File: config.mk
export PLATFORM = sky130hd
export DESIGN_NAME = midi_note_decoder
export DESIGN_NICKNAME = d
export VERILOG_FILES = /design/src/rtl/midi_note_decoder.sv
export SDC_FILE = /design/constraint.sdc
export NUM_CORES = 1
export LEC_CHECK = 0
export BUFFER_PORTS_ARGS = -buffer_cell sky130_fd_sc_hd__clkbuf_2
export CORE_MARGIN = 4
export CORE_UTILIZATION = 30
export DETAILED_ROUTE_END_ITERATION = 8
export HOLD_SLACK_MARGIN = 0.12
export MAX_ROUTING_LAYER = met4
export PLACE_DENSITY = 0.49
export SLEW_MARGIN = 20
export SYNTH_ARGS = -nofsm -noshare
export SYNTH_HDL_FRONTEND = slang
export SYNTH_SLANG_ARGS = --single-unit
export TNS_END_PERCENT = 20
File: constraint.sdc
create_clock -name clk -period 2 [get_ports clk]
set_input_delay 0.1 -clock clk [delete_from_list [all_inputs] [get_ports clk]]
set_output_delay 0.1 -clock clk [all_outputs]
set_load 0.05 [all_outputs]
File: src/rtl/midi_note_decoder.sv
// midi_note_decoder: MIDI byte stream to note on/off commands (ports: clk, rst, i_byte_valid, i_byte -> o_valid, o_cmd, o_midi, o_velocity, o_err)
module midi_note_decoder #(
  parameter int CHANNEL = 0,
  parameter int OMNI = 0
) (
  input  logic       clk,
  input  logic       rst,
  input  logic       i_byte_valid,
  input  logic [7:0] i_byte,
  output logic       o_valid,
  output logic       o_cmd,
  output logic [6:0] o_midi,
  output logic [6:0] o_velocity,
  output logic       o_err
);
  typedef enum logic [1:0] {S_IDLE, S_WAIT_NOTE, S_WAIT_VEL} state_t;
  typedef enum logic [1:0] {RS_NONE, RS_ON, RS_OFF} rs_t;
  localparam logic [3:0] CH = CHANNEL[3:0];
  state_t r_state, w_state_n;
  rs_t r_rs, w_rs_n;
  logic [6:0] r_note, w_note_n;
  logic r_valid, r_cmd, r_err;
  logic [6:0] r_midi, r_vel;
  logic w_rt, w_status, w_match, w_emit, w_err, w_on;
  assign w_rt = i_byte >= 8'hF8;
  assign w_status = i_byte[7] && !w_rt;
  assign w_match = (i_byte[7:4] == 4'h8 || i_byte[7:4] == 4'h9) && (OMNI != 0 || i_byte[3:0] == CH);
  assign w_on = r_rs == RS_ON && i_byte[6:0] != 7'd0;
  always_comb begin
    w_state_n = r_state;
    w_rs_n = r_rs;
    w_note_n = r_note;
    w_emit = 1'b0;
    w_err = 1'b0;
    if (i_byte_valid && w_status) begin
      w_rs_n = !w_match ? RS_NONE : i_byte[4] ? RS_ON : RS_OFF;
      w_state_n = w_match ? S_WAIT_NOTE : S_IDLE;
      w_err = r_state == S_WAIT_VEL;
    end else if (i_byte_valid && !i_byte[7]) begin
      if (r_state == S_WAIT_VEL) begin
        w_emit = 1'b1;
        w_state_n = S_IDLE;
      end else if (r_state == S_WAIT_NOTE || r_rs != RS_NONE) begin
        w_note_n = i_byte[6:0];
        w_state_n = S_WAIT_VEL;
      end
    end
  end
  always_ff @(posedge clk) begin
    if (rst) begin
      r_state <= S_IDLE;
      r_rs <= RS_NONE;
      r_note <= 7'd0;
      r_valid <= 1'b0;
      r_err <= 1'b0;
      r_cmd <= 1'b0;
      r_midi <= 7'd0;
      r_vel <= 7'd0;
    end else begin
      r_state <= w_state_n;
      r_rs <= w_rs_n;
      r_note <= w_note_n;
      r_valid <= w_emit;
      r_err <= w_err;
      if (w_emit) begin
        r_cmd <= w_on;
        r_midi <= r_note;
        r_vel <= w_on ? i_byte[6:0] : 7'd0;
      end
    end
  end
  assign o_valid = r_valid;
  assign o_cmd = r_cmd;
  assign o_midi = r_midi;
  assign o_velocity = r_vel;
  assign o_err = r_err;
endmodule

Word level (Yosys, flattened, before mapping)
Index checks and enable logic that the tools add are counted.

word-level totals
  register bits after elaboration = 28
  logic and storage cells = 44

cells by class
  magnitude comparators = 1
  eq/ne operators = 5
  multiplexer cells = 11
  bitwise logic cells = 2
  reduce and logical (&&, ||, !) cells = 17

operators by type and width
  kind                                                                    number
  2-bit 2-to-1 mux                                                        6
  4-bit equality test (second input constant)                             2
  8-bit greater-or-equal comparator (second input constant)               1
  7-bit 2-to-1 mux                                                        1
  7-bit nonzero test                                                      1
  1-bit logical AND                                                       5
  2-bit by 1-bit equality test with 1-bit output (second input constant)  2
  4-bit zero test                                                         1
  1-bit 2-to-1 mux                                                        4
  4-bit AND reduction                                                     1
  2-bit nonzero test                                                      2
  3-bit nonzero test                                                      1
  2-bit equality test (second input constant)                             1
  1-bit zero test                                                         2
  1-bit logical OR                                                        2
  1-bit NOT                                                               2
  2-bit AND reduction                                                     1
  2-bit OR reduction                                                      1

Logic depth before layout (Yosys ltp)
Gate-level depths: netlist of the first run.

  depth in word-level cells = 6
  gate-level depth with buffers = 5

Worst setup path after synthesis of the first run
No wires, ideal clock.

  path type = reg-to-reg
  start = reg r_state[0]
  end = reg r_note[0]
  arrival = 1.310 ns
  required time = 1.884 ns
  setup slack = 0.574 ns
  cell stages (with the launch flop) = 6
  buffers on the path = 1
  cell sequence = dfxtp_1 -> inv_2 -> maj3_2 -> or2_1 -> buf_6 -> a31o_1

between the ends
  cells in the longest elaborated chain, start to end = 3

RTL lines
  item                                                                                          RTL line  RTL
  start: declaration                                                                            19        state_t r_state, w_state_n;
  start signal: assignment                                                                      60        r_state <= w_state_n;
  2-bit by 1-bit equality test with 1-bit output / 2-bit equality test (equally long branches)  43, 40
  1-bit logical OR / 1-bit NOT (equally long branches)                                          -
  4-bit AND reduction (no source line) *                                                        -
  end signal: assignment                                                                        62        r_note <= w_note_n;
  end: declaration                                                                              21        logic [6:0] r_note, w_note_n;

Every way passes the cells marked *; elsewhere a longest branch is shown, timed or not.
A chain may end at the register's enable or synchronous reset.

Final worst setup path of the first run
  start = reg r_state[0]
  end = reg r_note[1]

Same word-level chain as after synthesis.

==> results.json, run 1 <==
{
  "async_reset_ff_frac": 0,
  "clk_latency_ns": 0.33,
  "relSlewSlack": 0.723,
  "antenna_found_initial": 0,
  "tns_ns": 0,
  "dpl_cell_area_um2": 1280,
  "reg2regPathDepth": 4,
  "p_leak_nw": 0.542,
  "wl_per_cell_um": 13.1,
  "syn_area_per_cell_um2": 9.39,
  "diodes": 0,
  "yosysWarnings": 0,
  "p_comb_frac": 0.056,
  "instances_no_fill": 197,
  "grt_pass1_vias": 933,
  "outcome": "complete, no violations",
  "path_clk_slew_ns": 0.15,
  "die_h_um": 68.3,
  "place_congestion": 0.788,
  "synth_ff_type": "dfxtp_1",
  "crit_type": "flop to flop",
  "worstPathMaxFanout": 8,
  "hold_violations": 0,
  "grt_max_degree": 26,
  "chipWidth_um": 68.3,
  "numCtsBuffers": 3,
  "root_buffer": "clkbuf_4",
  "drcViolationCount": 0,
  "start_util": 0.319,
  "p_seq_frac": 0.568,
  "worst_path_max_delay_cell": "dfxtp_1",
  "final_common_cell": "dfxtp_1",
  "start_kind": "flop",
  "drive_above_1_share": 0.258,
  "ys_seq_elements": 28,
  "setup_slack_ns": 0.453,
  "clkSinkCount": 28,
  "grt_pass1_wl_um": 4320,
  "hold_end": "r_rs[0]$_SDFFE_PP0N_",
  "final_antenna_net_count": 0,
  "grt.overflow.total": 0,
  "cts_buffer_depth": 2,
  "timing.rr.start": "r_state[0]$_SDFFE_PP0P_",
  "fin_nets": 163,
  "layout_common_cells": "dfxtp_1 (28), clkbuf_2 (27), nand2_1 (18)",
  "fin_crit_ns": 1.55,
  "critPathMaxStageDelay_ns": 0.44,
  "final_cell_area_um2": 1400,
  "syn_inst": 116,
  "p_sw_frac": 0.202,
  "vias": 951,
  "crit_required_ns": 2.24,
  "whs_path_depth": 4,
  "ff2ff_setup_slack_ns": 0.45,
  "skew_ns": 0.00702,
  "peakVddDrop_mv": 0.260,
  "tightest_slew_ns": 0.412,
  "die_area_um2": 4660,
  "hold_start": "i_byte[7]",
  "cts_setup_buffers": 0,
  "synthTopCellsByArea": "dfxtp_1 (51%), nand2_1 (6.2%), a31o_1 (5.6%)",
  "place_inst": 186,
  "synth_edf_count": 0,
  "synth_area_leader_cell": "dfxtp_1",
  "rows": 21,
  "ys_seq_area_frac": 0.514,
  "coreArea_um2": 3420,
  "clock.fmax_mhz": 646,
  "dr.pass1.iters": 4,
  "synth_cell_types": 28,
  "path_cells": "inv_2 -> maj3_2 -> or2_1 -> a31o_1",
  "clockPowerShare": 0.376,
  "fin_hold_ws_ns": 0.140,
  "wirelength_um": 2580,
  "arrival_ns": 1.79,
  "setup_viol": 0,
  "intPower_uw": 784,
  "boundaryPins": 28,
  "fin_total_pwr_uw": 983,
  "synth_area_um2": 1090,
  "drv_slew": 0,
  "netSwitchingPower_uw": 198,
  "crit_path_end_kind": "flop",
  "crit_family": "flip-flops",
  "cts_tree": "done",
  "min_path_type": "input port to flop",
  "rsz0062_at_grt": "false",
  "maxCapViolCount": 0,
  "track_usage": 0.129,
  "final_core_util": 0.410,
  "area_growth_pct": 28.5,
  "rr_endpoint": "r_note[1]$_SDFFE_PP0P_",
  "crit_buf_inv": 1,
  "vias_per_cell": 4.83,
  "first_iter_violations": 58,
  "p_per_area_nw_per_um2": 702,
  "dp_slack_ns": 0.498,
  "io_buffer_count": 27,
  "htreeDepth": 1,
  "yosysTopAreaCellShare": 0.514,
  "syn_nets": 127,
  "post-dp-hpwl_um": 1930,
  "period_share": 0.774
}
sequential cells by signal, indices dropped and copies added (netlist names):
| register | count |
|---|---|
| r_rs | 2 |
| o_midi | 7 |
| o_cmd | 1 |
| r_state | 2 |
| r_note | 7 |
| o_valid | 1 |
| o_velocity | 7 |
| o_err | 1 |
power groups by stage:
stage | logic (mW) | clock network (mW) | registers (mW)
finish | 0.0552 | 0.369 | 0.558
global route | 0.0618 | 0.406 | 0.559
CTS | 0.0555 | 0.383 | 0.559
detailed placement | 0.0447 | 0 | 0.570
global placement | 0.0443 | 0 | 0.570
floorplan | 0.0227 | 0 | 0.570
Yosys cell counts, types with 2 or more instances:
| library cell | n |
|---|---|
| nor4_1 | 2 |
| dfxtp_1 | 28 |
| clkbuf_1 | 5 |
| nor3b_2 | 2 |
| nor4b_1 | 7 |
| a31o_1 | 7 |
| a21oi_1 | 12 |
| nand2_1 | 18 |
| nor2_1 | 11 |
| a32o_1 | 2 |
| a22oi_1 | 5 |
cell type report:
cell class	instances	area, um2
tap	46	57.6
timing repair buffer	38	235
sequential	28	561
multi-input combinational	78	483
inverter	3	11.3
fill	360	2020
clock buffer	3	22.5
clock inverter	1	30.0
timing repair:
item | 4_1_cts | 5_1_grt
setup endpoints to repair | 0 | 0
hold endpoints to repair | 7 | 0
hold buffers | 7 | 0
gates resized for setup | 0 | 0
worst register-to-register path, stage by stage, from the launching register on:
cell	delay, ns
dfxtp_1	0.44
inv_2	0.07
maj3_2	0.37
or2_1	0.33
a31o_1	0.25
cell families after synthesis:
family,share of synthesized area
buffers and inverters,0.0425
AO/OA/AOI/OAI,0.194
flip-flops,0.514
adder cells (fa/ha/maj),0.0103
AND/OR/NAND/NOR,0.239
worst max-delay path by stage:
stage / slack, ns / start / to / depth (start not counted)
after global routing: 0.32 / i_byte[0] / r_rs[0]$_SDFFE_PP0N_ / 6
after floorplan: 0.57 / r_state[0]$_SDFFE_PP0P_ / r_note[0]$_SDFFE_PP0P_ / 5
final: 0.45 / r_state[0]$_SDFFE_PP0P_ / r_note[1]$_SDFFE_PP0P_ / 4
after CTS: 0.47 / r_state[0]$_SDFFE_PP0P_ / r_note[2]$_SDFFE_PP0P_ / 4
after detailed placement: 0.50 / r_state[0]$_SDFFE_PP0P_ / r_note[2]$_SDFFE_PP0P_ / 4
after global placement: 0.55 / r_rs[1]$_SDFFE_PP0N_ / r_note[1]$_SDFFE_PP0P_ / 4
routing by layer:
metal,GRT usage,vias up,share of wire
met5,-,-,0
met4,0.0521,0,0.016
li1,-,488,-
met2,0.191,23,0.42
met1,0.174,435,0.52
met3,0.0197,5,0.039
Power figures use the tool's default switching activity.
==> inputs of run 2 (changes only) <==
--- a/config.mk
+++ b/config.mk
@@ -5,6 +5,7 @@
 export SDC_FILE = /design/constraint.sdc
 export NUM_CORES = 1
 export LEC_CHECK = 0
+export ABC_AREA = 1
 export BUFFER_PORTS_ARGS = -buffer_cell sky130_fd_sc_hd__clkbuf_2
 export CORE_MARGIN = 4
 export CORE_UTILIZATION = 30
==> constraint.sdc (replaced) <==
create_clock -name clk -period 1.6 [get_ports clk]
set_input_delay 0.08 -clock clk [delete_from_list [all_inputs] [get_ports clk]]
set_output_delay 0.08 -clock clk [all_outputs]
set_load 0.05 [all_outputs]
==> run 2 against run 1 <==
- flip-flop and latch count unchanged
- via count up 16%
- clock power up 50%
- sequential power up 25%
- critical endpoint unchanged
- clock skew down 0.0035 ns
- highest routed layer unchanged
- register-to-register slack worse by 0.15 ns
- clock-buffer cell count unchanged
==> results.json, run 2 <==
{
  "outcome": "complete, no violations",
  "coreArea_um2": 3690,
  "ff2ff_setup_slack_ns": 0.30,
  "rr_endpoint": "o_velocity[0]$_SDFFE_PP0P_",
  "final_antenna_net_count": 0,
  "crit_required_ns": 1.82,
  "final_core_util": 0.400,
  "cts_tree": "done",
  "vias": 1100,
  "synth_edf_count": 0,
  "post-dp-hpwl_um": 1980,
  "io_buffer_count": 27,
  "tightest_slew_ns": 0.433,
  "drv_slew": 0,
  "place_congestion": 0.814,
  "wirelength_um": 2580,
  "crit_type": "input port to flop",
  "tns_ns": 0,
  "clkSinkCount": 28,
  "die_h_um": 70.2,
  "cts_hold_buf": 7,
  "start_kind": "input port",
  "hold_violations": 0,
  "dp_slack_ns": 0.322,
  "worstPathMaxFanout": 14,
  "arrival_ns": 1.62,
  "syn_area_per_cell_um2": 7.30,
  "path_clk_slew_ns": 0.10,
  "final_common_cell": "nor2_1",
  "async_reset_ff_frac": 0,
  "diodes": 0,
  "crit_path_end_kind": "flop",
  "relSlewSlack": 0.711,
  "instances_no_fill": 242,
  "grt_pass1_wl_um": 4320,
  "first_iter_violations": 25,
  "drcViolationCount": 0,
  "hold_start": "rst",
  "fin_hold_ws_ns": 0.162,
  "synth_ff_type": "dfxtp_1",
  "synth_area_leader_cell": "dfxtp_1",
  "syn_inst": 159,
  "p_leak_nw": 0.650,
  "min_path_type": "input port to flop",
  "start_util": 0.315,
  "cts_setup_buffers": 0,
  "dr.pass1.iters": 4,
  "yosysMostFrequentCell": "nor2_1",
  "synth_area_um2": 1160,
  "syn_nets": 170,
  "yosysTopAreaCellShare": 0.483,
  "root_buffer": "clkbuf_8",
  "boundaryPins": 28,
  "place_inst": 231,
  "grt_max_degree": 17,
  "drive_above_1_share": 0.211,
  "setup_viol": 0,
  "htreeDepth": 1,
  "ys_seq_area_frac": 0.483,
  "wl_per_cell_um": 10.7,
  "period_share": 0.878,
  "skew_ns": 0.00351,
  "setup_slack_ns": 0.195,
  "cts_buffer_depth": 2,
  "die_area_um2": 4930,
  "fin_nets": 206,
  "area_growth_pct": 27.0,
  "peakVddDrop_mv": 0.299,
  "fin_crit_ns": 1.40,
  "rows": 22,
  "p_per_area_nw_per_um2": 902,
  "clock.fmax_mhz": 712,
  "vias_per_cell": 4.55,
  "antenna_found_initial": 0,
  "timing.rr.start": "r_state[1]$_SDFFE_PP0P_",
  "numCtsBuffers": 3,
  "cts-resized-gates": 0,
  "layout_common_cells": "nor2_1 (35), nand2_1 (31), dfxtp_1 (28)",
  "track_usage": 0.109,
  "grt.overflow.total": 0,
  "maxCapViolCount": 0,
  "chipWidth_um": 70.2,
  "synthTopCellsByCount": "nor2_1 (35), nand2_1 (31), dfxtp_1 (28)",
  "reg2regPathDepth": 6,
  "whs_path_depth": 2,
  "ys_seq_elements": 28,
  "rsz0062_at_grt": "false",
  "hold_end": "o_velocity[4]$_SDFFE_PP0P_",
  "grt_pass1_vias": 1041,
  "yosysWarnings": 0,
  "clk_latency_ns": 0.27,
  "synthTopCellsByArea": "dfxtp_1 (48%), nor2_1 (11%), nand2_1 (10%)",
  "synth_cell_types": 17
}
## run 2: routing by layer
layer / part of all wire / track usage
met5: 0 / -
met4: 0.015 / 0.0511
met3: 0.053 / 0.0245
met2: 0.45 / 0.177
met1: 0.48 / 0.127
## run 2: worst max-delay path by stage
stage	startpoint	end	slack, ns	cells after the start
6_report	i_byte[6]	r_note[1]$_SDFFE_PP0P_	0.20	8
5_1_grt	i_byte[6]	r_note[3]$_SDFFE_PP0P_	0.09	8
4_1_cts	i_byte[4]	r_note[5]$_SDFFE_PP0P_	0.19	8
3_5_place_dp	r_state[1]$_SDFFE_PP0P_	o_velocity[0]$_SDFFE_PP0P_	0.32	6
3_3_place_gp	r_state[1]$_SDFFE_PP0P_	o_velocity[3]$_SDFFE_PP0P_	0.39	6
2_1_floorplan	r_state[1]$_SDFFE_PP0P_	o_midi[2]$_SDFFE_PP0P_	0.50	7
## run 2: logic make-up after synthesis
| family | after synthesis | synth area share |
|---|---|---|
| AND/OR/NAND/NOR | 89 | 0.334 |
| flip-flops | 28 | 0.483 |
| buffers and inverters | 22 | 0.0873 |
| AO/OA/AOI/OAI | 20 | 0.0959 |
## run 2: per-stage QoR
step | instance area (um2) | power [mW]
finish | 1480 | 1.33
global route | 1480 | 1.38
CTS | 1480 | 1.34
detailed placement | 1330 | 0.779
global placement | 1330 | 0.778
floorplan | 1160 | 0.754
## run 2: where the power goes
part | total (mW) | switching, mW | internal (mW)
sequential | 0.697 | 0.000226 | 0.697
clock | 0.555 | 0.220 | 0.335
combinational | 0.0797 | 0.0485 | 0.0312
total | 1.33 | 0.268 | 1.06
## run 2: worst max-delay path: stages
cell	delay (ns)
dlygate4sd3_1	0.53
clkbuf_2	0.14
nand2_1	0.09
o21ai_4	0.34
nand2_2	0.11
nor2_4	0.18
nor2_1	0.07
nor2_1	0.09
## run 2: final cells by class
cell class	count	area (um2)
repair buffers	36	220
flip-flops and latches	28	561
fillers	411	2210
well taps	48	60.1
clock inverters	1	30.0
clock buffers	3	41.3
inverters	17	63.8
multi-input cells	109	499
